File: config.mk
export PLATFORM = sky130hd
export DESIGN_NAME = multicycle_controller
export DESIGN_NICKNAME = d
export VERILOG_FILES = /design/src/rtl/multicycle_controller.sv
export SDC_FILE = /design/constraint.sdc
export NUM_CORES = 1
export LEC_CHECK = 0
export CAP_MARGIN = 20
export CORE_ASPECT_RATIO = 0.9
export CORE_MARGIN = 2
export CORE_UTILIZATION = 35
export DETAILED_ROUTE_END_ITERATION = 8
export PLACE_DENSITY = 0.74
export SLEW_MARGIN = 20
export SYNTH_ARGS = -nofsm -noshare
export SYNTH_HDL_FRONTEND = slang
export SYNTH_SLANG_ARGS = --single-unit
File: constraint.sdc
create_clock -name clk -period 1.55 [get_ports clk]
set_input_delay 0.2325 -clock clk [delete_from_list [all_inputs] [get_ports clk]]
set_output_delay 0.2325 -clock clk [all_outputs]
set_load 0.01 [all_outputs]
File: src/rtl/multicycle_controller.sv
// Moore FSM control unit for a multicycle RV32I datapath (lw, sw, R-type, I-type ALU, beq, jal).
// Define ILLEGAL_TRAP_EN to build the TRAP state and sticky illegal flag; otherwise unsupported ops are NOPs.
module multicycle_controller #(
    parameter int MEM_LAT = 0
) (
    input  logic       clk,
    input  logic       reset,
    input  logic [6:0] op,
    input  logic [2:0] funct3,
    input  logic       funct7b5,
    input  logic       Zero,
    output logic       PCWrite,
    output logic       AdrSrc,
    output logic       MemWrite,
    output logic       IRWrite,
    output logic [1:0] ResultSrc,
    output logic [1:0] ALUSrcA,
    output logic [1:0] ALUSrcB,
    output logic [1:0] ImmSrc,
    output logic [2:0] ALUControl,
    output logic       RegWrite,
    output logic [3:0] state,
    output logic       illegal
);

    typedef enum logic [3:0] {
        S_FETCH    = 4'd0,
        S_DECODE   = 4'd1,
        S_MEMADR   = 4'd2,
        S_MEMREAD  = 4'd3,
        S_MEMWB    = 4'd4,
        S_MEMWRITE = 4'd5,
        S_EXECUTER = 4'd6,
        S_EXECUTEI = 4'd7,
        S_ALUWB    = 4'd8,
        S_BEQ      = 4'd9,
        S_JAL      = 4'd10,
        S_TRAP     = 4'd11
    } state_t;

    localparam logic [6:0] OP_LW   = 7'b0000011;
    localparam logic [6:0] OP_SW   = 7'b0100011;
    localparam logic [6:0] OP_R    = 7'b0110011;
    localparam logic [6:0] OP_I    = 7'b0010011;
    localparam logic [6:0] OP_BEQ  = 7'b1100011;
    localparam logic [6:0] OP_JAL  = 7'b1101111;
    localparam logic [2:0] LAT     = 3'(MEM_LAT);

    state_t     cur_state, nxt_state;
    logic [2:0] wait_cnt, wait_cnt_nxt;
    logic       wait_done;
    logic [1:0] alu_op;
    logic       pc_update;
    logic       branch;

    // NOTE: sequential state uses non-blocking assignments so every register samples pre-edge values.
    always_ff @(posedge clk or posedge reset) begin
        if (reset) begin
            cur_state <= S_FETCH;
            wait_cnt  <= '0;
        end else begin
            cur_state <= nxt_state;
            wait_cnt  <= wait_cnt_nxt;
        end
    end

    // The counter only runs inside the memory-wait states, so it is zero on every entry to them.
    assign wait_done = (wait_cnt == LAT);

    always_comb begin
        wait_cnt_nxt = '0;
        if ((cur_state == S_FETCH || cur_state == S_MEMREAD) && !wait_done)
            wait_cnt_nxt = wait_cnt + 3'd1;
    end

    always_comb begin
        nxt_state = cur_state;
        unique case (cur_state)
            S_FETCH:    nxt_state = wait_done ? S_DECODE : S_FETCH;
            S_DECODE: begin
                unique case (op)
                    OP_LW, OP_SW: nxt_state = S_MEMADR;
                    OP_R:         nxt_state = S_EXECUTER;
                    OP_I:         nxt_state = S_EXECUTEI;
                    OP_BEQ:       nxt_state = S_BEQ;
                    OP_JAL:       nxt_state = S_JAL;
`ifdef ILLEGAL_TRAP_EN
                    default:      nxt_state = S_TRAP;
`else
                    default:      nxt_state = S_FETCH;
`endif
                endcase
            end
            S_MEMADR:   nxt_state = op[5] ? S_MEMWRITE : S_MEMREAD;
            S_MEMREAD:  nxt_state = wait_done ? S_MEMWB : S_MEMREAD;
            S_MEMWB:    nxt_state = S_FETCH;
            S_MEMWRITE: nxt_state = S_FETCH;
            S_EXECUTER: nxt_state = S_ALUWB;
            S_EXECUTEI: nxt_state = S_ALUWB;
            S_ALUWB:    nxt_state = S_FETCH;
            S_BEQ:      nxt_state = S_FETCH;
            S_JAL:      nxt_state = S_ALUWB;
`ifdef ILLEGAL_TRAP_EN
            S_TRAP:     nxt_state = S_TRAP;
`endif
            default:    nxt_state = S_FETCH;
        endcase
    end

    // NOTE: every output gets a default before the case so no path leaves it unassigned (no latches).
    always_comb begin
        AdrSrc    = 1'b0;
        MemWrite  = 1'b0;
        IRWrite   = 1'b0;
        ResultSrc = 2'b00;
        ALUSrcA   = 2'b00;
        ALUSrcB   = 2'b00;
        RegWrite  = 1'b0;
        alu_op    = 2'b00;
        pc_update = 1'b0;
        branch    = 1'b0;
        unique case (cur_state)
            S_FETCH: begin
                ALUSrcB   = 2'b10;
                ResultSrc = 2'b10;
                IRWrite   = wait_done;
                pc_update = wait_done;
            end
            S_DECODE:   begin ALUSrcA = 2'b01; ALUSrcB = 2'b01; end
            S_MEMADR:   begin ALUSrcA = 2'b10; ALUSrcB = 2'b01; end
            S_MEMREAD:  AdrSrc = 1'b1;
            S_MEMWB:    begin ResultSrc = 2'b01; RegWrite = 1'b1; end
            S_MEMWRITE: begin AdrSrc = 1'b1; MemWrite = 1'b1; end
            S_EXECUTER: begin ALUSrcA = 2'b10; alu_op = 2'b10; end
            S_EXECUTEI: begin ALUSrcA = 2'b10; ALUSrcB = 2'b01; alu_op = 2'b10; end
            S_ALUWB:    RegWrite = 1'b1;
            S_BEQ:      begin ALUSrcA = 2'b10; alu_op = 2'b01; branch = 1'b1; end
            S_JAL:      begin ALUSrcA = 2'b01; ALUSrcB = 2'b10; pc_update = 1'b1; end
            default:    ;
        endcase
    end

    assign PCWrite = pc_update | (branch & Zero);
    assign state   = cur_state;

`ifdef ILLEGAL_TRAP_EN
    // TRAP only exits through reset, so the flag is sticky by construction.
    assign illegal = (cur_state == S_TRAP);
`else
    assign illegal = 1'b0;
`endif

    always_comb begin
        unique case (op)
            OP_SW:   ImmSrc = 2'b01;
            OP_BEQ:  ImmSrc = 2'b10;
            OP_JAL:  ImmSrc = 2'b11;
            default: ImmSrc = 2'b00;
        endcase
    end

    always_comb begin
        ALUControl = 3'b000;
        unique case (alu_op)
            2'b00: ALUControl = 3'b000;
            2'b01: ALUControl = 3'b001;
            default: begin
                unique case (funct3)
                    3'b000:  ALUControl = (op[5] & funct7b5) ? 3'b001 : 3'b000;
                    3'b010:  ALUControl = 3'b101;
                    3'b110:  ALUControl = 3'b011;
                    3'b111:  ALUControl = 3'b010;
                    default: ALUControl = 3'b000;
                endcase
            end
        endcase
    end

endmodule
# ---- Word-level counts from Yosys, hierarchy flattened
# Index checks and enable logic that the tools add are counted.
dict set report op_classes {
  div_mod_pow 0
  mul 0
  muxes 20
  n_lt_le_gt_ge 0
  add_sub_neg 1
  n_bitwise 3
  shift 0
  eq_ne 20
  reduce_logical 16
}
# cell count
set op_table {}
lappend op_table {{$pmux 4 s5} 2}
lappend op_table {{$eq 4x3->1 const B} 4}
lappend op_table {{$pmux 2 s2} 4}
lappend op_table {{$eq 7x6->1 const B} 2}
lappend op_table {{$eq 7x7->1 const B} 2}
lappend op_table {{$eq 4x4->1 const B} 3}
lappend op_table {{$pmux 3 s4} 1}
lappend op_table {{$reduce_or 2->1} 6}
lappend op_table {{$mux 3} 3}
lappend op_table {{$eq 4x2->1 const B} 2}
lappend op_table {{$eq 7x2->1 const B} 1}
lappend op_table {{$eq 7x5->1 const B} 1}
lappend op_table {{$mux 1} 7}
lappend op_table {{$eq 3x3->1 const B} 2}
lappend op_table {{$logic_not 3->1} 2}
lappend op_table {{$pmux 2 s3} 1}
lappend op_table {{$pmux 3 s2} 1}
lappend op_table {{$reduce_or 3->1} 2}
lappend op_table {{$eq 4x1->1 const B} 1}
lappend op_table {{$logic_not 4->1} 1}
lappend op_table {{$reduce_or 4->1} 1}
lappend op_table {{$add 3x1->3 const B} 1}
lappend op_table {{$eq 3x2->1 const B} 1}
lappend op_table {{$and 1x1->1} 2}
lappend op_table {{7 further kinds} 7}
dict set report word_totals {
  word_cells 62
  memories 0
  output_inout_bits 21
  register_bits 7
  latchBits 0
  ramBits 0
  mem_bits_ro 0
}

# ---- Longest topological paths before layout
# Gate-level depths: netlist of run 1.
dict set report logic_depth {
  depth_word 5
  ltp_mapped 5
}

# ---- Least setup slack after synthesis of run 1
# No wires, ideal clock.
dict set report synth_path {
  path_kind {register to register}
  start {register cur_state[1], in the netlist state[1]}
  end {register cur_state[2], in the netlist state[2]}
  arrival_ps 1556
  n_path_buf 1
  path_slack_ps -102
  path_stages_with_launch 5
  period_less_slack_ps 1652
  path_cell_list {dfrtp_1 -> buf_6 -> or4b_1 -> or4b_1 -> o31ai_1}
}
dict set report synth_via {
  elab_chain_len 3
  word_cells_on_any_way 9
  classes_between {6 x eq/ne; 1 x mux; 2 x reduce/logical}
}
# element line
set synth_lines {}
lappend synth_lines {{start: declaration} 49} ;# state_t cur_state, nxt_state;
lappend synth_lines {{start signal: assignment} 62} ;# cur_state <= nxt_state;
lappend synth_lines {{$eq 4x4->1 or $eq 4x3->1 (tied branches)} 78} ;# unique case (cur_state)
lappend synth_lines {{$reduce_or 3->1 (no source line)} --}
lappend synth_lines {{$pmux 4 s5 (*)} 78}
lappend synth_lines {{via nxt_state[2]} 49}
# Mark *: on every way through the listed nets, which the timed path passes. The rest lies on a longest branch.

# ---- Worst setup path in the final report of run 1
dict set report layout_path {
  start {register wait_cnt[0]}
  end {output PCWrite}
}
dict set report layout_via {
  elab_chain_len 3
}
# element line
set layout_lines {}
lappend layout_lines {{start: declaration} 50} ;# logic [2:0] wait_cnt, wait_cnt_nxt;
lappend layout_lines {{start signal: assignment} 63} ;# wait_cnt <= wait_cnt_nxt;
lappend layout_lines {{$logic_not 3->1} 68} ;# assign wait_done = (wait_cnt == LAT);
lappend layout_lines {{$pmux 1 s2} 122} ;# unique case (cur_state)
lappend layout_lines {{$or 1x1->1} 143} ;# assign PCWrite = pc_update | (branch & Zero);
lappend layout_lines {{end: declaration} 12} ;# output logic PCWrite,
# Every way passes these cells.

==> results of run 1 <==
==> placed cells by master (no fill, tap or decap), drive strengths merged, types with 2 or more instances in the layout <==
cell and n:
or4b 3, nand2 3, nand3 2, clkbuf 6, nor3 6, buf 68
xor2 2, nand3b 3, clkdlybuf4s50 7, dfrtp 7, xnor2 4, nand2b 4
inv 5, clkdlybuf4s15 2, a21o 2, nor3b 2, o21ai 2, nor2 9
dlygate4sd2 6, o31ai 2, nor2b 5, a21oi 3, mux2i 2, ha 2
==> registers in the layout, indices dropped and copies added, names as in the netlist <==
register / count
state: 4
wait_cnt: 3
==> worst reg2reg max path, stage by stage, from the launching register on <==
cell	delay (ns)
dfrtp_1	0.40
buf_6	0.14
buf_6	0.13
or4b_1	0.49
or4b_1	0.54
o31ai_1	0.10
==> what timing repair did <==
item | CTS | global route
gates cloned | 0 | 1
gates resized for setup | 107 | 39
endpoints found under the setup margin | 24 | 21
pin swaps | 13 | 15
buffers inserted | 12 | 14
==> power groups by stage <==
| stage | sequential, W | combinational [W] | clock, W |
|---|---|---|---|
| after floorplan | 0.000233 | 0.000324 | 0 |
| after global placement | 0.000212 | 0.000718 | 0 |
| after detailed placement | 0.000213 | 0.000726 | 0 |
| after CTS | 0.000213 | 0.000718 | 0.000168 |
| after global routing | 0.000224 | 0.00118 | 0.000183 |
| final | 0.000225 | 0.00114 | 0.000161 |
==> final cells by class <==
class / instances / share of cell area
Tap cell: 25 / 0.01917
Clock buffer: 4 / 0.01610
Multi-Input combinational cell: 69 / 0.3972
Sequential cell: 7 / 0.1089
Timing Repair Buffer: 86 / 0.4471
Inverter: 5 / 0.01150
==> per-layer routing <==
metal | GRT usage | part of all wire | vias to the layer above | routed length (um)
met5 | 0 | 0 | - | 0
met4 | 0.09189 | 0.017 | 0 | 57
li1 | - | - | 474 | -
met3 | 0.03571 | 0.044 | 6 | 146
met2 | 0.4316 | 0.52 | 45 | 1752
met1 | 0.2554 | 0.42 | 518 | 1396
==> through the flow <==
stage / instance area (um^2) / power, W / setup slack, ns / hold WS (ns)
floorplan: 690.7 / 0.0005565 / -0.1019 / 0.03590
global placement: 1221 / 0.0009300 / -0.5672 / 0.4732
detailed placement: 1221 / 0.0009390 / -0.5891 / 0.4970
CTS: 1368 / 0.001098 / -0.3985 / 0.2305
global route: 1632 / 0.001590 / -0.5189 / 0.2349
finish: 1632 / 0.001528 / -0.4675 / 0.2167
==> worst paths after layout <==
kind	from	to	cells past startpoint
setup / recovery	wait_cnt[0]	PCWrite	6
hold / removal	reset	wait_cnt[2]	2
setup reg to reg	state[3]	state[2]	5
hold reg to reg	wait_cnt[0]	wait_cnt[0]	3
max in group asynchronous	reset	state[1]	2
min in group clk	op[5]	state[0]	5
==> kinds of logic after synthesis <==
kind of cell | count (synthesis) | share of synthesized area
DFF | 7 | 0.2536
buffers and inverters | 11 | 0.07609
and+or+nand+nor | 43 | 0.3696
other | 1 | 0.005430
AOI/OAI and AO/OA | 14 | 0.1377
muxes | 3 | 0.04529
xor gates and xnor gates | 6 | 0.07609
adders and majority gates | 2 | 0.03623
==> summary.txt, run 1 <==
Status
  – Status: finished with violations
  – Failing checks: setup timing

Power and ir drop
  – Maximum VDD drop: 0.7645 mV
  – Power density over the cells: 936.4 nW/um^2
  – P_leak: 0.7965 nW
  – Cell Int Power: 0.0009484 W
  – Net Sw Frac: 0.3792
  – Clk pwr share: 0.105
  – Switch Pwr: 0.0005794 W
  – Comb pwr share: 0.748
  – Sequential share of power: 0.147

Setup path
  – CP peak stage delay: 0.46 ns
  – Crit-path max FO: 3
  – WP buf/inv: 2
  – Crit Path Class: flip-flop to primary output
  – Family with the most delay on the worst path: simple AND/OR/NAND/NOR gates
  – Startpoint types: flip-flop
  – CP endpoint kind: primary output
  – Crit path DAT: 1.78 ns
  – CP cell instances: inv_2 > ha_4 > or4b_4 > a21o_1 > a21oi_2 > buf_2
  – Flop-to-flop setup slack: -0.34 ns
  – Slowest-stage cell, CP: or4b_4
  – Required @ worst endpoint: 1.32 ns

Synth
  – Commonest cells in the synthesized netlist: nor2_1 (9), dfrtp_1 (7), nor3_1 (6)
  – Most used DFF post-synth: dfrtp_1
  – Cells after synthesis: 87
  – Post-synth EDFFs: 0
  – Synth async-reset ratio: 1.000
  – Sequential area share after synthesis: 0.2536
  – Synth cell types: 36
  – Cell accounting for the most synthesized area: dfrtp_1
  – Count leader, synth: nor2_1
  – Register bit count reported by yosys: 7
  – Yosys top cell area share: 0.2536
  – Synth area leaders: dfrtp_1 (25%), xnor2_1 (5.1%), nor2_1 (4.9%), nor2b_1 (4.5%), nor3_1 (4.3%)
  – Count of warnings emitted by yosys: 0
  – Post-Syn Nets: 103
  – Avg Inst Size Synth: 7.939 um^2
  – Synthesized area: 690.7 um^2

Finish
  – Layout area overhead: 136.2%
  – Reg area: 177.7 um^2
  – Final Core Density: 0.8607
  – Non-Filler Instances: 196
  – Share of cells above drive strength 1: 0.6491
  – Fillers: 90
  – Antenna fix cells: 0
  – Multi-input gate area: 648.1 um^2
  – Final nets: 188

Die
  – I/O pin count: 35
  – Initial Util: 0.3644
  – Die span in x: 50.83 um
  – Die height: 46.14 um
  – Row Count: 15
  – Core footprint: 1896 um^2
  – Die area: 2345 um^2

Worst hold path
  – Class of the worst hold path: input pin to asynchronous set/reset pin

Placed design
  – IO buf count: 33
  – DP Wirelength: 1522 um
  – Final Wtd Congestion: 0.7208
  – Placed insts: 166

Timing
  – Final hold violation count: 0
  – Setup WS post-layout: -0.4675 ns
  – TNS Setup: -2.380 ns
  – Count of final max-slew check failures: 0
  – RSZ-0062 raised after global routing: yes
  – Final Cycle Share: 1.302
  – Fin Clk Skew: 0.003071 ns
  – Final setup vio count: 17
  – Max frequency: 495.7 MHz
  – Minimum clock period: 2.017 ns

Flow run
  – Max Cap Viol: 0

Clock tree
  – Total CTS buffers: 3
  – Clk_lat worst skew: 0.25 ns
  – Hold-fix buffer count after cts: 0
  – Clock Sinks: 7
  – H-Tree Depth: 1
  – CTS root buf: clkbuf_4
  – Clock slew at reported path FFs: 0.05 ns
  – Clock Tree Buf Depth: 2
  – CTS tree: built

Routing
  – DRC Markers: 0
  – WL final: 3352 um
  – DRT Pass-1 Iters: 4
  – Antenna viol nets, final: 0
  – Mean routed wirelength per cell: 17.10 um
  – DR iter-0 viols: 14
  – Vias: 1,043
  – Vias per inst: 5.321

Global routing
  – First-pass GRT wire length: 3953 um
  – Largest net degree at the start of global routing: 17
  – Vias in the first global route: 918
  – Total gr overflow: 0
  – Tot GR Track Use: 0.2261
  – Antenna violations before repair: 0
No activity file was read; power rests on OpenSTA's default activity.
==> run 2, diff against run 1 <==
--- a/config.mk
+++ b/config.mk
@@ -9,6 +9,7 @@
 export CORE_ASPECT_RATIO = 0.9
 export CORE_MARGIN = 2
 export CORE_UTILIZATION = 35
+export CTS_BUF_LIST = sky130_fd_sc_hd__clkbuf_16
 export DETAILED_ROUTE_END_ITERATION = 8
 export PLACE_DENSITY = 0.74
 export SLEW_MARGIN = 20
==> run 2 against run 1 <==
Against the previous run:
- the flow still finishes with violations (setup timing)
- largest power group unchanged
- critical path depth stayed put
- largest cell class unchanged
- register-to-register slack worse by 0.03 ns
- non-clock buffer count is 10 lower
- critical endpoint unchanged
==> summary.txt, run 2 (synthesis results as in run 1) <==
Finish
  – Most common cell after layout, fill and taps aside: buf_4
  – Non-Filler Instances: 186
  – Commonest cells after routing, fill and taps aside: buf_4 (33), buf_2 (15), buf_6 (9)
  – Antenna fix cells: 0
  – Fillers: 106
  – Share of cells above drive strength 1: 0.5963
  – Final nets: 178
  – Largest register FFs: 4
  – Layout area overhead: 124.3%
  – Fin area: 1549 um^2

Timing
  – Setup WS post-layout: -0.4086 ns
  – Hold_ws: 0.2963 ns
  – Fin Clk Skew: 0.002512 ns
  – Count of final max-slew check failures: 0
  – Minimum clock period: 1.959 ns
  – Max frequency: 510.6 MHz
  – RSZ-0062 raised after global routing: yes
  – Final hold violation count: 0
  – Final setup vio count: 14
  – Final Cycle Share: 1.264

Global routing
  – Tot GR Track Use: 0.2251
  – Antenna violations before repair: 0
  – Largest net degree at the start of global routing: 17
  – First-pass GRT wire length: 3864 um
  – Vias in the first global route: 875
  – Total gr overflow: 0

Die
  – I/O pin count: 35
  – Die area: 2345 um^2
  – Initial Util: 0.3644
  – Die height: 46.14 um
  – Core footprint: 1896 um^2
  – Row Count: 15
  – Die span in x: 50.83 um

Routing
  – Routed length on met1: 1269 um
  – Metal2 WL: 1661 um
  – Highest routed layer: met4
  – DRC Markers: 0
  – Vias: 969
  – WL final: 3206 um
  – Antenna viol nets, final: 0
  – WL met3: 156 um
  – Vias per inst: 5.210
  – Mean routed wirelength per cell: 17.24 um
  – DRT Pass-1 Iters: 4
  – DR iter-0 viols: 10

Clock tree
  – Total CTS buffers: 3
  – CTS tree: built
  – Clock slew at reported path FFs: 0.04 ns
  – Clock Sinks: 7
  – Hold-fix buffer count after cts: 0
  – H-Tree Depth: 1
  – CTS root buf: clkbuf_16
  – Clock Tree Buf Depth: 2
  – Clk_lat worst skew: 0.23 ns

Setup path
  – Crit path DAT: 1.73 ns
  – Crit Path Class: flip-flop to primary output
  – Startpoint types: flip-flop
  – Crit-path max FO: 3
  – Required @ worst endpoint: 1.32 ns
  – CP endpoint kind: primary output

Power and ir drop
  – Final Total Pwr: 0.001575 W
  – Maximum VDD drop: 1.009 mV
  – P_leak: 0.7840 nW
  – Power density over the cells: 1017 nW/um^2

Worst hold path
  – Class of the worst hold path: input pin to asynchronous set/reset pin

Placed design
  – IO buf count: 33
  – Placed insts: 166
  – Final Wtd Congestion: 0.7208
  – Placed inst area: 1221 um^2
  – DP Wirelength: 1522 um

Status
  – Failing checks: setup timing
  – Status: finished with violations

Flow run
  – Max Cap Viol: 0
run 2: changes by cell type in the layout (fill, tap and decap cells not counted), sizes merged:
cell / previous run / this run
dlymetal6s2s: 1 / 3
clkdlybuf4s50: 7 / 6
inv: 5 / 6
clkbuf: 6 / 3
buf: 68 / 59
run 2: path summary, 6_finish.rpt:
check                           slack [ns]     endpoint   startpoint  cells past startpoint
worst max-delay path                 -0.41      PCWrite  wait_cnt[0]                      6
worst min-delay path                  0.30     state[2]        reset                      2
worst max register to register       -0.37     state[2]     state[3]                      5
worst min register to register        0.64  wait_cnt[0]  wait_cnt[0]                      3
max in group asynchronous             1.01     state[1]        reset                      2
min in group clk                      0.60     state[2]        op[4]                      4
run 2: cell type report:
| type | count | area [um^2] | share of cell area |
|---|---|---|---|
| Timing Repair Buffer | 76 | 624.3 | 0.4031 |
| Multi-Input combinational cell | 69 | 619.3 | 0.3998 |
| Sequential cell | 7 | 176.4 | 0.1139 |
| Clock buffer | 3 | 75.07 | 0.04847 |
| Tap cell | 25 | 31.28 | 0.02019 |
| Inverter | 5 | 18.77 | 0.01212 |
| Clock inverter | 1 | 3.754 | 0.002423 |
run 2: metrics by stage:
| stage | setup TNS, ns | utilization | worst slack (ns) |
|---|---|---|---|
| floorplan | -0.1909 | - | -0.1019 |
| global placement | -5.344 | 0.6442 | -0.5672 |
| detailed placement | -5.759 | 0.6442 | -0.5891 |
| CTS | -1.537 | 0.7135 | -0.3753 |
| global route | -2.622 | 0.8172 | -0.4764 |
| finish | -1.950 | 0.8172 | -0.4086 |
run 2: worst max-delay path, cell delays in order (launching register included):
cell	delay, ns
dfrtp_1	0.39
inv_2	0.08
ha_4	0.14
or4b_4	0.46
a21o_1	0.21
a21oi_2	0.10
buf_2	0.13
run 2: power breakdown:
part / total (W) / switching (W) / leakage (nW) / internal [W]
logic: 0.000927 / 0.000443 / 0.648 / 0.000484
registers: 0.000217 / 0.0000167 / 0.0938 / 0.000201
clock network: 0.000431 / 0.0000960 / 0.0423 / 0.000335
total: 0.00158 / 0.000556 / 0.784 / 0.00102
run 2: repair_timing:
action                                  4_1_cts  5_1_grt
endpoints found under the setup margin       25       23
pin swaps                                    10       12
resized for setup                            91       39
buffers inserted                              8        8
gates cloned                                  0        0
run 2: routing by layer:
metal / global-route usage / vias up
met3: 0.04221 / 12
met4: 0.06486 / 0
met1: 0.2466 / 459
li1: - / 452
met2: 0.4474 / 46
met5: 0 / -
